File: config.mk
export PLATFORM = sky130hd
export DESIGN_NAME = dds_wave_ctrl_flat
export DESIGN_NICKNAME = d
export VERILOG_FILES = /design/src/rtl/dds_wave_ctrl_if.sv /design/src/rtl/dds_wave_ctrl.sv /design/src/flat_wrapper.sv
export SDC_FILE = /design/constraint.sdc
export NUM_CORES = 1
export LEC_CHECK = 0
export CORE_ASPECT_RATIO = 1.2
export CORE_MARGIN = 2
export CORE_UTILIZATION = 52
export DETAILED_ROUTE_END_ITERATION = 6
export GPL_TIMING_DRIVEN = 1
export PLACE_DENSITY = 0.78
export SKIP_CTS_REPAIR_TIMING = 1
export SLEW_MARGIN = 20
export SYNTH_ARGS = -nofsm -noshare
export SYNTH_HDL_FRONTEND = slang
export SYNTH_SLANG_ARGS = --single-unit
export TNS_END_PERCENT = 10
File: constraint.sdc
create_clock -name clk -period 2.7 [get_ports clk]
set_input_delay 0.54 -clock clk [delete_from_list [all_inputs] [get_ports clk]]
set_output_delay 0.54 -clock clk [all_outputs]
set_load 0.02 [all_outputs]
File: src/rtl/dds_wave_ctrl_if.sv
// Configuration handshake bundle for dds_wave_ctrl: frequency word, phase offset
// and waveform select offered with a valid/ready pair.
interface dds_wave_ctrl_if #(
  parameter int unsigned PHASE_WIDTH = 32,
  parameter int unsigned ADDR_WIDTH  = 10
);
  logic                   cfg_valid;
  logic                   cfg_ready;
  logic [PHASE_WIDTH-1:0] cfg_freq_word;
  logic [ADDR_WIDTH-1:0]  cfg_phase_off;
  logic [1:0]             cfg_wave_sel;

  modport master (
    output cfg_valid, cfg_freq_word, cfg_phase_off, cfg_wave_sel,
    input  cfg_ready
  );

  modport slave (
    input  cfg_valid, cfg_freq_word, cfg_phase_off, cfg_wave_sel,
    output cfg_ready
  );
endinterface

File: src/rtl/dds_wave_ctrl.sv
// DDS phase-accumulator controller: drives the shared waveform ROM address and
// selects the returned sample; new configuration takes effect at period boundaries.
module dds_wave_ctrl #(
  parameter int unsigned PHASE_WIDTH = 32,
  parameter int unsigned ADDR_WIDTH  = 10,
  parameter int unsigned DATA_WIDTH  = 8,
  parameter int unsigned ROM_LATENCY = 1
) (
  input  logic                  clk,
  input  logic                  rst_n,
  input  logic                  en,
  dds_wave_ctrl_if.slave        cfg,
  output logic [ADDR_WIDTH-1:0] rom_addr,
  output logic                  rom_rst,
  input  logic [DATA_WIDTH-1:0] rom_data_sin,
  input  logic [DATA_WIDTH-1:0] rom_data_squ,
  input  logic [DATA_WIDTH-1:0] rom_data_tri,
  input  logic [DATA_WIDTH-1:0] rom_data_saw,
  output logic [DATA_WIDTH-1:0] wave_out,
  output logic                  wave_valid,
  output logic                  period_start
);

  localparam logic [DATA_WIDTH-1:0] MIDSCALE = {1'b1, {(DATA_WIDTH-1){1'b0}}};

  typedef enum logic [1:0] {
    ST_IDLE,
    ST_RUN,
    ST_PEND
  } state_t;

  state_t                 state, state_nxt;
  logic [PHASE_WIDTH-1:0] acc, acc_sum;
  logic                   carry;
  logic [PHASE_WIDTH-1:0] freq_word, sh_freq_word;
  logic [ADDR_WIDTH-1:0]  phase_off, sh_phase_off;
  logic [1:0]             wave_sel, sh_wave_sel;
  logic                   pending;
  logic                   wrap_seen;
  logic                   xfer;
  logic                   issue, ld_direct, set_pending, apply_shadow;

  logic                   iss_valid, iss_wrap;
  logic [1:0]             iss_sel;
  logic [ROM_LATENCY-1:0] dly_valid, dly_wrap;
  logic [1:0]             dly_sel [ROM_LATENCY];
  logic [DATA_WIDTH-1:0]  sample;

  assign rom_rst       = ~rst_n;
  assign cfg.cfg_ready = ~pending;
  assign xfer          = cfg.cfg_valid & ~pending;
  assign {carry, acc_sum} = {1'b0, acc} + {1'b0, freq_word};

  always_ff @(posedge clk or negedge rst_n) begin
    if (!rst_n) state <= ST_IDLE;
    else        state <= state_nxt;
  end

  always_comb begin
    state_nxt    = state;
    issue        = 1'b0;
    ld_direct    = 1'b0;
    set_pending  = 1'b0;
    apply_shadow = 1'b0;
    case (state)
      ST_IDLE: begin
        ld_direct = xfer;
        if (en) state_nxt = ST_RUN;
      end
      ST_RUN: begin
        if (!en) begin
          ld_direct = xfer;
          state_nxt = ST_IDLE;
        end else begin
          issue = 1'b1;
          if (xfer) begin
            set_pending = 1'b1;
            state_nxt   = ST_PEND;
          end
        end
      end
      ST_PEND: begin
        if (!en) begin
          apply_shadow = 1'b1;
          state_nxt    = ST_IDLE;
        end else begin
          issue = 1'b1;
          // A zero increment never wraps, so the shadow would otherwise wait forever.
          if (carry || freq_word == '0) begin
            apply_shadow = 1'b1;
            state_nxt    = ST_RUN;
          end
        end
      end
      default: state_nxt = ST_IDLE;
    endcase
  end

  always_ff @(posedge clk or negedge rst_n) begin
    if (!rst_n) begin
      freq_word    <= '0;
      phase_off    <= '0;
      wave_sel     <= '0;
      sh_freq_word <= '0;
      sh_phase_off <= '0;
      sh_wave_sel  <= '0;
      pending      <= 1'b0;
      acc          <= '0;
      wrap_seen    <= 1'b0;
      rom_addr     <= '0;
      iss_valid    <= 1'b0;
      iss_wrap     <= 1'b0;
      iss_sel      <= '0;
    end else begin
      if (ld_direct) begin
        freq_word <= cfg.cfg_freq_word;
        phase_off <= cfg.cfg_phase_off;
        wave_sel  <= cfg.cfg_wave_sel;
      end else if (apply_shadow) begin
        freq_word <= sh_freq_word;
        phase_off <= sh_phase_off;
        wave_sel  <= sh_wave_sel;
      end
      if (xfer) begin
        sh_freq_word <= cfg.cfg_freq_word;
        sh_phase_off <= cfg.cfg_phase_off;
        sh_wave_sel  <= cfg.cfg_wave_sel;
      end
      if (set_pending)       pending <= 1'b1;
      else if (apply_shadow) pending <= 1'b0;
      acc <= issue ? acc_sum : '0;
      // Marks the next issued sample as a period start; held set while idle so
      // the first sample after start-up is flagged too.
      wrap_seen <= issue ? carry : 1'b1;
      rom_addr  <= issue ? acc[PHASE_WIDTH-1 -: ADDR_WIDTH] + phase_off : phase_off;
      iss_valid <= issue;
      iss_wrap  <= issue & wrap_seen;
      iss_sel   <= wave_sel;
    end
  end

  // Select and flags travel alongside the ROM read so each sample keeps its own config.
  always_ff @(posedge clk or negedge rst_n) begin
    if (!rst_n) begin
      dly_valid <= '0;
      dly_wrap  <= '0;
      for (int unsigned i = 0; i < ROM_LATENCY; i++) dly_sel[i] <= '0;
    end else begin
      dly_valid[0] <= iss_valid;
      dly_wrap[0]  <= iss_wrap;
      dly_sel[0]   <= iss_sel;
      for (int unsigned i = 1; i < ROM_LATENCY; i++) begin
        dly_valid[i] <= dly_valid[i-1];
        dly_wrap[i]  <= dly_wrap[i-1];
        dly_sel[i]   <= dly_sel[i-1];
      end
    end
  end

  always_comb begin
    sample = rom_data_sin;
    case (dly_sel[ROM_LATENCY-1])
      2'd1:    sample = rom_data_squ;
      2'd2:    sample = rom_data_tri;
      2'd3:    sample = rom_data_saw;
      default: sample = rom_data_sin;
    endcase
  end

  always_ff @(posedge clk or negedge rst_n) begin
    if (!rst_n) begin
      wave_out     <= MIDSCALE;
      wave_valid   <= 1'b0;
      period_start <= 1'b0;
    end else begin
      wave_out     <= dly_valid[ROM_LATENCY-1] ? sample : MIDSCALE;
      wave_valid   <= dly_valid[ROM_LATENCY-1];
      period_start <= dly_valid[ROM_LATENCY-1] & dly_wrap[ROM_LATENCY-1];
    end
  end

endmodule

File: src/flat_wrapper.sv
// flat-port wrapper written by rule: the top's interface ports become plain ports
module dds_wave_ctrl_flat 
#(
  parameter int unsigned PHASE_WIDTH = 32,
  parameter int unsigned ADDR_WIDTH  = 10,
  parameter int unsigned DATA_WIDTH  = 8,
  parameter int unsigned ROM_LATENCY = 1
)
  (clk, rst_n, en, rom_addr, rom_rst, rom_data_sin, rom_data_squ, rom_data_tri, rom_data_saw, wave_out, wave_valid, period_start, cfg_cfg_valid, cfg_cfg_freq_word, cfg_cfg_phase_off, cfg_cfg_wave_sel, cfg_cfg_ready);
  dds_wave_ctrl_if #(.PHASE_WIDTH(PHASE_WIDTH), .ADDR_WIDTH(ADDR_WIDTH)) cfg_i ();
  input  logic clk;
  input  logic rst_n;
  input  logic en;
  output logic [ADDR_WIDTH-1:0] rom_addr;
  output logic rom_rst;
  input  logic [DATA_WIDTH-1:0] rom_data_sin;
  input  logic [DATA_WIDTH-1:0] rom_data_squ;
  input  logic [DATA_WIDTH-1:0] rom_data_tri;
  input  logic [DATA_WIDTH-1:0] rom_data_saw;
  output logic [DATA_WIDTH-1:0] wave_out;
  output logic wave_valid;
  output logic period_start;
  input wire logic [$bits(cfg_i.cfg_valid)-1:0] cfg_cfg_valid;
  input wire logic [$bits(cfg_i.cfg_freq_word)-1:0] cfg_cfg_freq_word;
  input wire logic [$bits(cfg_i.cfg_phase_off)-1:0] cfg_cfg_phase_off;
  input wire logic [$bits(cfg_i.cfg_wave_sel)-1:0] cfg_cfg_wave_sel;
  output wire logic [$bits(cfg_i.cfg_ready)-1:0] cfg_cfg_ready;
  assign cfg_i.cfg_valid = cfg_cfg_valid;
  assign cfg_i.cfg_freq_word = cfg_cfg_freq_word;
  assign cfg_i.cfg_phase_off = cfg_cfg_phase_off;
  assign cfg_i.cfg_wave_sel = cfg_cfg_wave_sel;
  assign cfg_cfg_ready = cfg_i.cfg_ready;
  dds_wave_ctrl #(.PHASE_WIDTH(PHASE_WIDTH), .ADDR_WIDTH(ADDR_WIDTH), .DATA_WIDTH(DATA_WIDTH), .ROM_LATENCY(ROM_LATENCY)) u_core (.clk(clk), .rst_n(rst_n), .en(en), .cfg(cfg_i), .rom_addr(rom_addr), .rom_rst(rom_rst), .rom_data_sin(rom_data_sin), .rom_data_squ(rom_data_squ), .rom_data_tri(rom_data_tri), .rom_data_saw(rom_data_saw), .wave_out(wave_out), .wave_valid(wave_valid), .period_start(period_start));
endmodule
## After elaboration in Yosys (flattened, before gate mapping)

Cells that the tools add are included.
W data, S select, Z words.

- Output and inout bits: 22
- Word-level logic and storage cells: 71
- Input bits: 80
- Register bits: 152

- Bitwise gates (word level): 5
- Equality and inequality tests: 8
- Mux-type cells: 29
- Reductions and logical operators: 7
- Add/sub/neg operators: 2

Operator list:

| cell | count |
|---|---|
| $mux W32 | 3 |
| $add A32 B32 Y33 | 1 |
| $logic_not A32 Y1 | 1 |
| $mux W10 | 3 |
| $pmux W8 S3 | 1 |
| $mux W2 | 7 |
| $mux W1 | 12 |
| $add A10 B10 Y10 | 1 |
| $mux W8 | 1 |
| $eq A2 B2 Y1 const B | 3 |
| $ne A3 B2 Y1 const B | 2 |
| $pmux W2 S3 | 1 |
| $eq A2 B1 Y1 const B | 2 |
| $reduce_bool A2 Y1 | 2 |
| $and A1 B1 Y1 | 3 |
| $reduce_and A3 Y1 | 1 |
| $logic_not A2 Y1 | 1 |
| $ne A2 B2 Y1 const B | 1 |
| $not A1 Y1 | 2 |
| $pmux W1 S2 | 1 |
| $reduce_or A2 Y1 | 1 |
| $logic_or A1 B1 Y1 | 1 |

## Longest topological paths before layout

- Depth after elaboration: 7
- Gate-level depth with buffers: 12
- Mapped depth without buffers: 11

## Least setup slack after synthesis

OpenSTA, ideal clock, no wires.

- Kind: reg-to-reg
- Start point: register u_core.freq_word[0]
- End point: register u_core.phase_off[6]
- Data required time: 2.606 ns
- Cell stages (with the launch flop): 13
- Arrival time: 2.535 ns
- Buffers on the path: 2
- Slack: 0.072 ns
- Period minus slack after synthesis: 2.628 ns
- Library setup time: 0.094 ns
- Cells stage by stage: dfrtp_1 -> ha_1 -> fa_1 -> a21oi_1 -> o21ai_2 -> a221oi_4 -> o221ai_1 -> nand2_1 -> and2_4 -> buf_6 -> buf_6 -> nor3_1 -> a221oi_2

- Word-level cells in the longest chain between the ends: 6
- Elaborated cells between the ends (all ways): 7
- Classes of those cells: add/sub: 1; mux: 3; reduce/logical: 3

Ends and longest elaborated chain:

| what | RTL line | RTL |
|---|---|---|
| start, declared | dds_wave_ctrl.sv:35 | `logic [PHASE_WIDTH-1:0] freq_word, sh_freq_word;` |
| start signal, assigned | dds_wave_ctrl.sv:116 | `freq_word <= cfg.cfg_freq_word;` |
| start signal, assigned | dds_wave_ctrl.sv:120 | `freq_word <= sh_freq_word;` |
| $add A32 B32 Y33 / $logic_not A32 Y1 (equally long branches) | dds_wave_ctrl.sv:52, dds_wave_ctrl.sv:89 |  |
| $logic_or A1 B1 Y1 (*) | dds_wave_ctrl.sv:89 | `if (carry \|\| freq_word == '0) begin` |
| $mux W1 (*) | dds_wave_ctrl.sv:89 |  |
| $mux W1 (*) | dds_wave_ctrl.sv:83 | `if (!en) begin` |
| $mux W1 (*) | dds_wave_ctrl.sv:65 | `case (state)` |
| $reduce_bool A2 Y1 (no source line) (*) | n/a |  |
| end signal, assigned | dds_wave_ctrl.sv:117 | `phase_off <= cfg.cfg_phase_off;` |
| end signal, assigned | dds_wave_ctrl.sv:121 | `phase_off <= sh_phase_off;` |
| end, declared | dds_wave_ctrl.sv:36 | `logic [ADDR_WIDTH-1:0] phase_off, sh_phase_off;` |

Mark *: on every way between the ends. The rest lies on a longest branch, timed or not.
A chain may end at the register's enable or synchronous reset.

## Worst setup path in the final report

- Start point: register u_core.freq_word[20]
- End point: register u_core.state[1]

- Word-level cells in the longest chain between the ends: 4
- Elaborated cells between the ends (all ways): 5
- Classes of those cells: add/sub: 1; eq/ne: 1; reduce/logical: 3

Ends and longest elaborated chain:

| what | RTL line | RTL |
|---|---|---|
| $add A32 B32 Y33 / $logic_not A32 Y1 (equally long branches) | dds_wave_ctrl.sv:52, dds_wave_ctrl.sv:89 |  |
| $logic_or A1 B1 Y1 (*) | dds_wave_ctrl.sv:89 |  |
| $ne A3 B2 Y1 (no source line) (*) | n/a |  |
| $reduce_and A3 Y1 (no source line) (*) | n/a |  |
| end signal, assigned | dds_wave_ctrl.sv:56 | `else state <= state_nxt;` |
| end, declared | dds_wave_ctrl.sv:32 | `state_t state, state_nxt;` |

Marks and branches as above.

==> results.env <==
CTS.HTREE.LEVELS=4
SYN_AREA_UM2=8910
GR-USAGE-ALL-LAYERS_PCT=27.5
R2R_START='u_core.freq_word[20]'
SWITCH_SHARE_PCT=37.6
SYN_TO_FINAL_GROWTH_PCT=29.5
SHARE_SEQ_OF_TOTAL_POWER_PCT=33.0
NUMCLOCKSINKS=152
CLK_LATENCY_NS=0.43
CRITICAL_PATH.SLOWEST_CELL='sky130_fd_sc_hd__a2111o_1'
SYNTH.YOSYS.SEQ_AREA_SHARE_PCT=42.7
DIE_Y_UM=147
GRT_PASS1_WL_UM=39200
WORSTHOLDPATHTYPE='in -> async'
FP-ROW-COUNT=52
FINAL_COMMON_CELL='sky130_fd_sc_hd__dfrtp_1'
AVGROUTEDWIREPERCELL_UM=20.4
ENDPOINT_KIND='register'
FINALCRITICALPERIOD_NS=2.63
FINISH.UTILIZATION_PCT=68.5
POWER_REPORT.INTERNAL_TOTAL_mW=7.17
SYNTHESIS.NETS=1002
ASYNC_RESET_FF_SHARE_PCT=100
FINAL_HOLD_VIOL_COUNT=0
CRITICAL_PATH.MAX_STAGE_DELAY_NS=0.42
VDD_DROP_MAX_mV=0.554
CP-START-KIND='register'
REGTOREGSETUPSLACK_NS=0.07
CELLLEAKAGEPOWER_nW=4.93
GRT_PASS1_VIAS=7877
NUMBER_OF_ENABLE_FLIP_FLOP_CELLS_AFTER_SYNTHESIS=0
MAX_FREQ_MHz=380
P_TOTAL_mW=11.5
ANTENNADIODECOUNT=0
SYNTHFLOPTYPE='sky130_fd_sc_hd__dfrtp_1'
CP.BUFFERS_INVERTERS=1
CTS_BUFFERS=17
CLK_PATH_BUF_DEPTH=2
DIE_W_UM=123
FINAL_ANTENNA_NET_COUNT=0
CORE_UM2=16900
SETUP-VIOLATIONS-FINAL=0
IO_PINS=102
PORT_BUFFERS=101
FIN_WORST_SKEW_NS=0.0110
POWER.DENSITY_CELL_AREA_nW_PER_UM2=995
ROUTE.DETAILED.VIAS_PER_INST=6.24
REMAINING_MAX_SLEW_BUDGET_AT_THE_TIGHTEST_PIN_PCT=57.3
YS_FF_LATCH=152
CLOCK-ROOT-BUFFER='sky130_fd_sc_hd__clkbuf_16'
MAXSLEWVIOLCOUNT=0
NETSWITCHINGPOWER_mW=4.31
CRITICAL_PATH_PEAK_FANOUT=8
NUMBER_OF_CELLS_PRODUCED_BY_SYNTHESIS=875
AVERAGE_INSTANCE_AREA_AFTER_SYNTHESIS_UM2=10.2
INITIAL_UTILIZATION_PCT=52.9
MAXCAPVIOLATIONS=0
TIMING.CRITICAL_PATH.FROM='u_core.freq_word[20]'
LARGEST_NET_DEGREE_AT_THE_START_OF_GLOBAL_ROUTING=104
TIMING_WORST_SETUP_PATH_TYPE='reg -> reg'
TOTAL_WIRELENGTH_UM=25800
NUMBER_OF_ANTENNA_VIOLATIONS_AT_THE_FIRST_CHECK_IN_GLOBAL_ROUTING=0
POST_ROUTE_DESIGN_AREA_UM2=11500
DRT-INITIAL-DRC-COUNT=608
ROUTABILITYCONGESTION=0.901
CTS_TREE='done'
OVERFLOW=0
PWR-SHARE-COMB_PCT=45.6
ROUTE.VIAS.TOTAL=7886
POWER_FRAC_CLOCK_PCT=21.4
PERIOD_SHARE_PCT=97.5
DETAIL_ROUTE.FIRST_PASS.ITERATIONS=5
WORSTMARGINPINSLEW_NS=0.640
PATH_DELAY_FAMILY='simple AND/OR/NAND/NOR gates'
STATUS='complete, no violations'
DRIVE_ABOVE_1_SHARE_PCT=24.5
NET_TOTAL_IN_THE_FINAL_LAYOUT=1161
NETLIST-CELL-TYPE-COUNT=59
POST_CTS_CLOCK_SLEW_AT_THE_LAUNCH_AND_CAPTURE_REGISTERS_OF_THE_WORST_SETUP_AND_HOLD_PATHS_NS=0.06
DETAILED_PLACE_HPWL_UM=17200
PLACED_AREA_UM2=10600
CRITICAL_PATH_ARRIVAL_NS=2.97
CP.REQUIRED_NS=3.04
REMAINING_DRC_ERRORS=0
DIEAREA_UM2=18200
LAYOUT.CELLS.MOST_COMMON_LIST='sky130_fd_sc_hd__dfrtp_1, sky130_fd_sc_hd__clkdlybuf4s50_1, sky130_fd_sc_hd__nand2_1'
YOSYSWARNINGS=0
TIMING.CRITICAL_PATH.CELLS='ha_1, and4_2, and4_1, a211oi_4, o221ai_2, nand2_2, and2_4, buf_6, a2111o_1, o31ai_2'
-- worst paths after layout --
path	endpoint	cells after the start
worst min-delay path	u_core.acc[20]	2
min in group clk	u_core.dly_sel[1]	0
worst max register to register	u_core.state[1]	10
max in group asynchronous	u_core.freq_word[21]	2
worst max-delay path	u_core.state[1]	10
worst min register to register	u_core.dly_sel[1]	0
-- worst register-to-register path: stages, from the launching register on --
cell and delay [ns]:
sky130_fd_sc_hd__dfrtp_1 0.41, sky130_fd_sc_hd__ha_1 0.36, sky130_fd_sc_hd__and4_2 0.29, sky130_fd_sc_hd__and4_1 0.26, sky130_fd_sc_hd__a211oi_4 0.07, sky130_fd_sc_hd__o221ai_2 0.22, sky130_fd_sc_hd__nand2_2 0.11, sky130_fd_sc_hd__and2_4 0.21
sky130_fd_sc_hd__buf_6 0.15, sky130_fd_sc_hd__a2111o_1 0.42, sky130_fd_sc_hd__o31ai_2 0.06
-- per-layer routing --
| layer | share of wire (%) | global-route usage [%] |
|---|---|---|
| met2 | 50 | 47.4 |
| met1 | 39 | 34.0 |
| met4 | 3.9 | 10.7 |
| met5 | 0 | 0 |
| met3 | 6.7 | 5.02 |
-- synthesized netlist by cell type, types with 3 or more instances --
master / count / area [um2]
sky130_fd_sc_hd__inv_1: 17 / 63.8
sky130_fd_sc_hd__o21bai_1: 6 / 45.0
sky130_fd_sc_hd__buf_2: 4 / 20.0
sky130_fd_sc_hd__buf_6: 5 / 56.3
sky130_fd_sc_hd__a31oi_1: 5 / 31.3
sky130_fd_sc_hd__mux2i_1: 3 / 30.0
sky130_fd_sc_hd__nor2b_1: 5 / 31.3
sky130_fd_sc_hd__ha_1: 45 / 563
sky130_fd_sc_hd__a21oi_1: 38 / 190
sky130_fd_sc_hd__clkbuf_1: 45 / 169
sky130_fd_sc_hd__and3_1: 9 / 56.3
sky130_fd_sc_hd__and2_1: 9 / 56.3
sky130_fd_sc_hd__a221oi_1: 10 / 87.6
sky130_fd_sc_hd__xnor2_1: 13 / 114
sky130_fd_sc_hd__a221oi_2: 34 / 510
sky130_fd_sc_hd__xor2_1: 13 / 114
sky130_fd_sc_hd__nand2b_1: 8 / 50.1
sky130_fd_sc_hd__a211oi_1: 8 / 60.1
sky130_fd_sc_hd__o21a_1: 4 / 30.0
sky130_fd_sc_hd__mux4_2: 8 / 180
sky130_fd_sc_hd__a21o_1: 17 / 128
sky130_fd_sc_hd__buf_4: 5 / 37.5
sky130_fd_sc_hd__nor3_1: 55 / 275
sky130_fd_sc_hd__nand3_1: 8 / 40.0
sky130_fd_sc_hd__o21ai_0: 26 / 130
sky130_fd_sc_hd__o211ai_1: 4 / 30.0
sky130_fd_sc_hd__nor2_1: 84 / 315
sky130_fd_sc_hd__o221ai_1: 45 / 394
sky130_fd_sc_hd__mux2_2: 44 / 495
sky130_fd_sc_hd__nor4_1: 8 / 50.1
sky130_fd_sc_hd__dfrtp_1: 151 / 3780
sky130_fd_sc_hd__nand2_1: 94 / 353
sky130_fd_sc_hd__nand4_1: 8 / 50.1
-- flip-flops by register name, indices dropped and copies added (netlist names) --
register,cells
u_core.acc,32
u_core.dly_sel,2
u_core.dly_valid,1
u_core.dly_wrap,1
u_core.freq_word,32
u_core.iss_sel,2
u_core.iss_valid,1
u_core.iss_wrap,1
u_core.pending,1
u_core.period_start,1
u_core.phase_off,10
u_core.rom_addr,10
u_core.sh_freq_word,32
u_core.sh_phase_off,10
u_core.sh_wave_sel,2
u_core.state,2
u_core.wave_out,8
u_core.wave_sel,2
u_core.wave_valid,1
u_core.wrap_seen,1
-- cell type report --
class	instances	area, um2
flip-flops and latches	152	3810
inverters	17	63.8
repair buffers	198	1880
well taps	216	270
clock inverters	12	149
clock buffers	20	457
fillers	1227	5320
multi-input cells	648	4910
-- power by group through the flow --
| stage | sequential [mW] | combinational, mW | clock (mW) |
|---|---|---|---|
| 2_1_floorplan | 3.61 | 3.13 | 0 |
| 3_3_place_gp | 3.74 | 4.58 | 0 |
| 3_5_place_dp | 3.77 | 4.72 | 0 |
| 4_1_cts | 3.74 | 4.76 | 2.49 |
| 5_1_grt | 3.85 | 5.64 | 2.58 |
| 6_report | 3.79 | 5.24 | 2.46 |
-- stage by stage --
step	cells	TNS (ns)	setup slack, ns	hold slack, ns
global route	1263	-0.214	-0.0651	0.265
global placement	1217	-0.721	-0.0357	0.333
finish	1263	0	0.0662	0.173
detailed placement	1217	-3.75	-0.142	0.336
CTS	1249	-4.46	-0.124	0.271
floorplan	875	0	0.0716	0.244
-- kinds of logic (layout without fill, tap and decap cells) --
group           count (synthesis)  after routing  synth area share [%]
simple gates                  296            298                  15.1
flops                         152            152                  42.7
xor+xnor                       26             26                  2.56
compound gates                222            222                  21.0
buf+inv                        77            247                  3.95
mux                            55             55                  7.92
fa+ha+maj                      47             47                  6.77
Note: power is estimated with default switching activity, not from simulation.
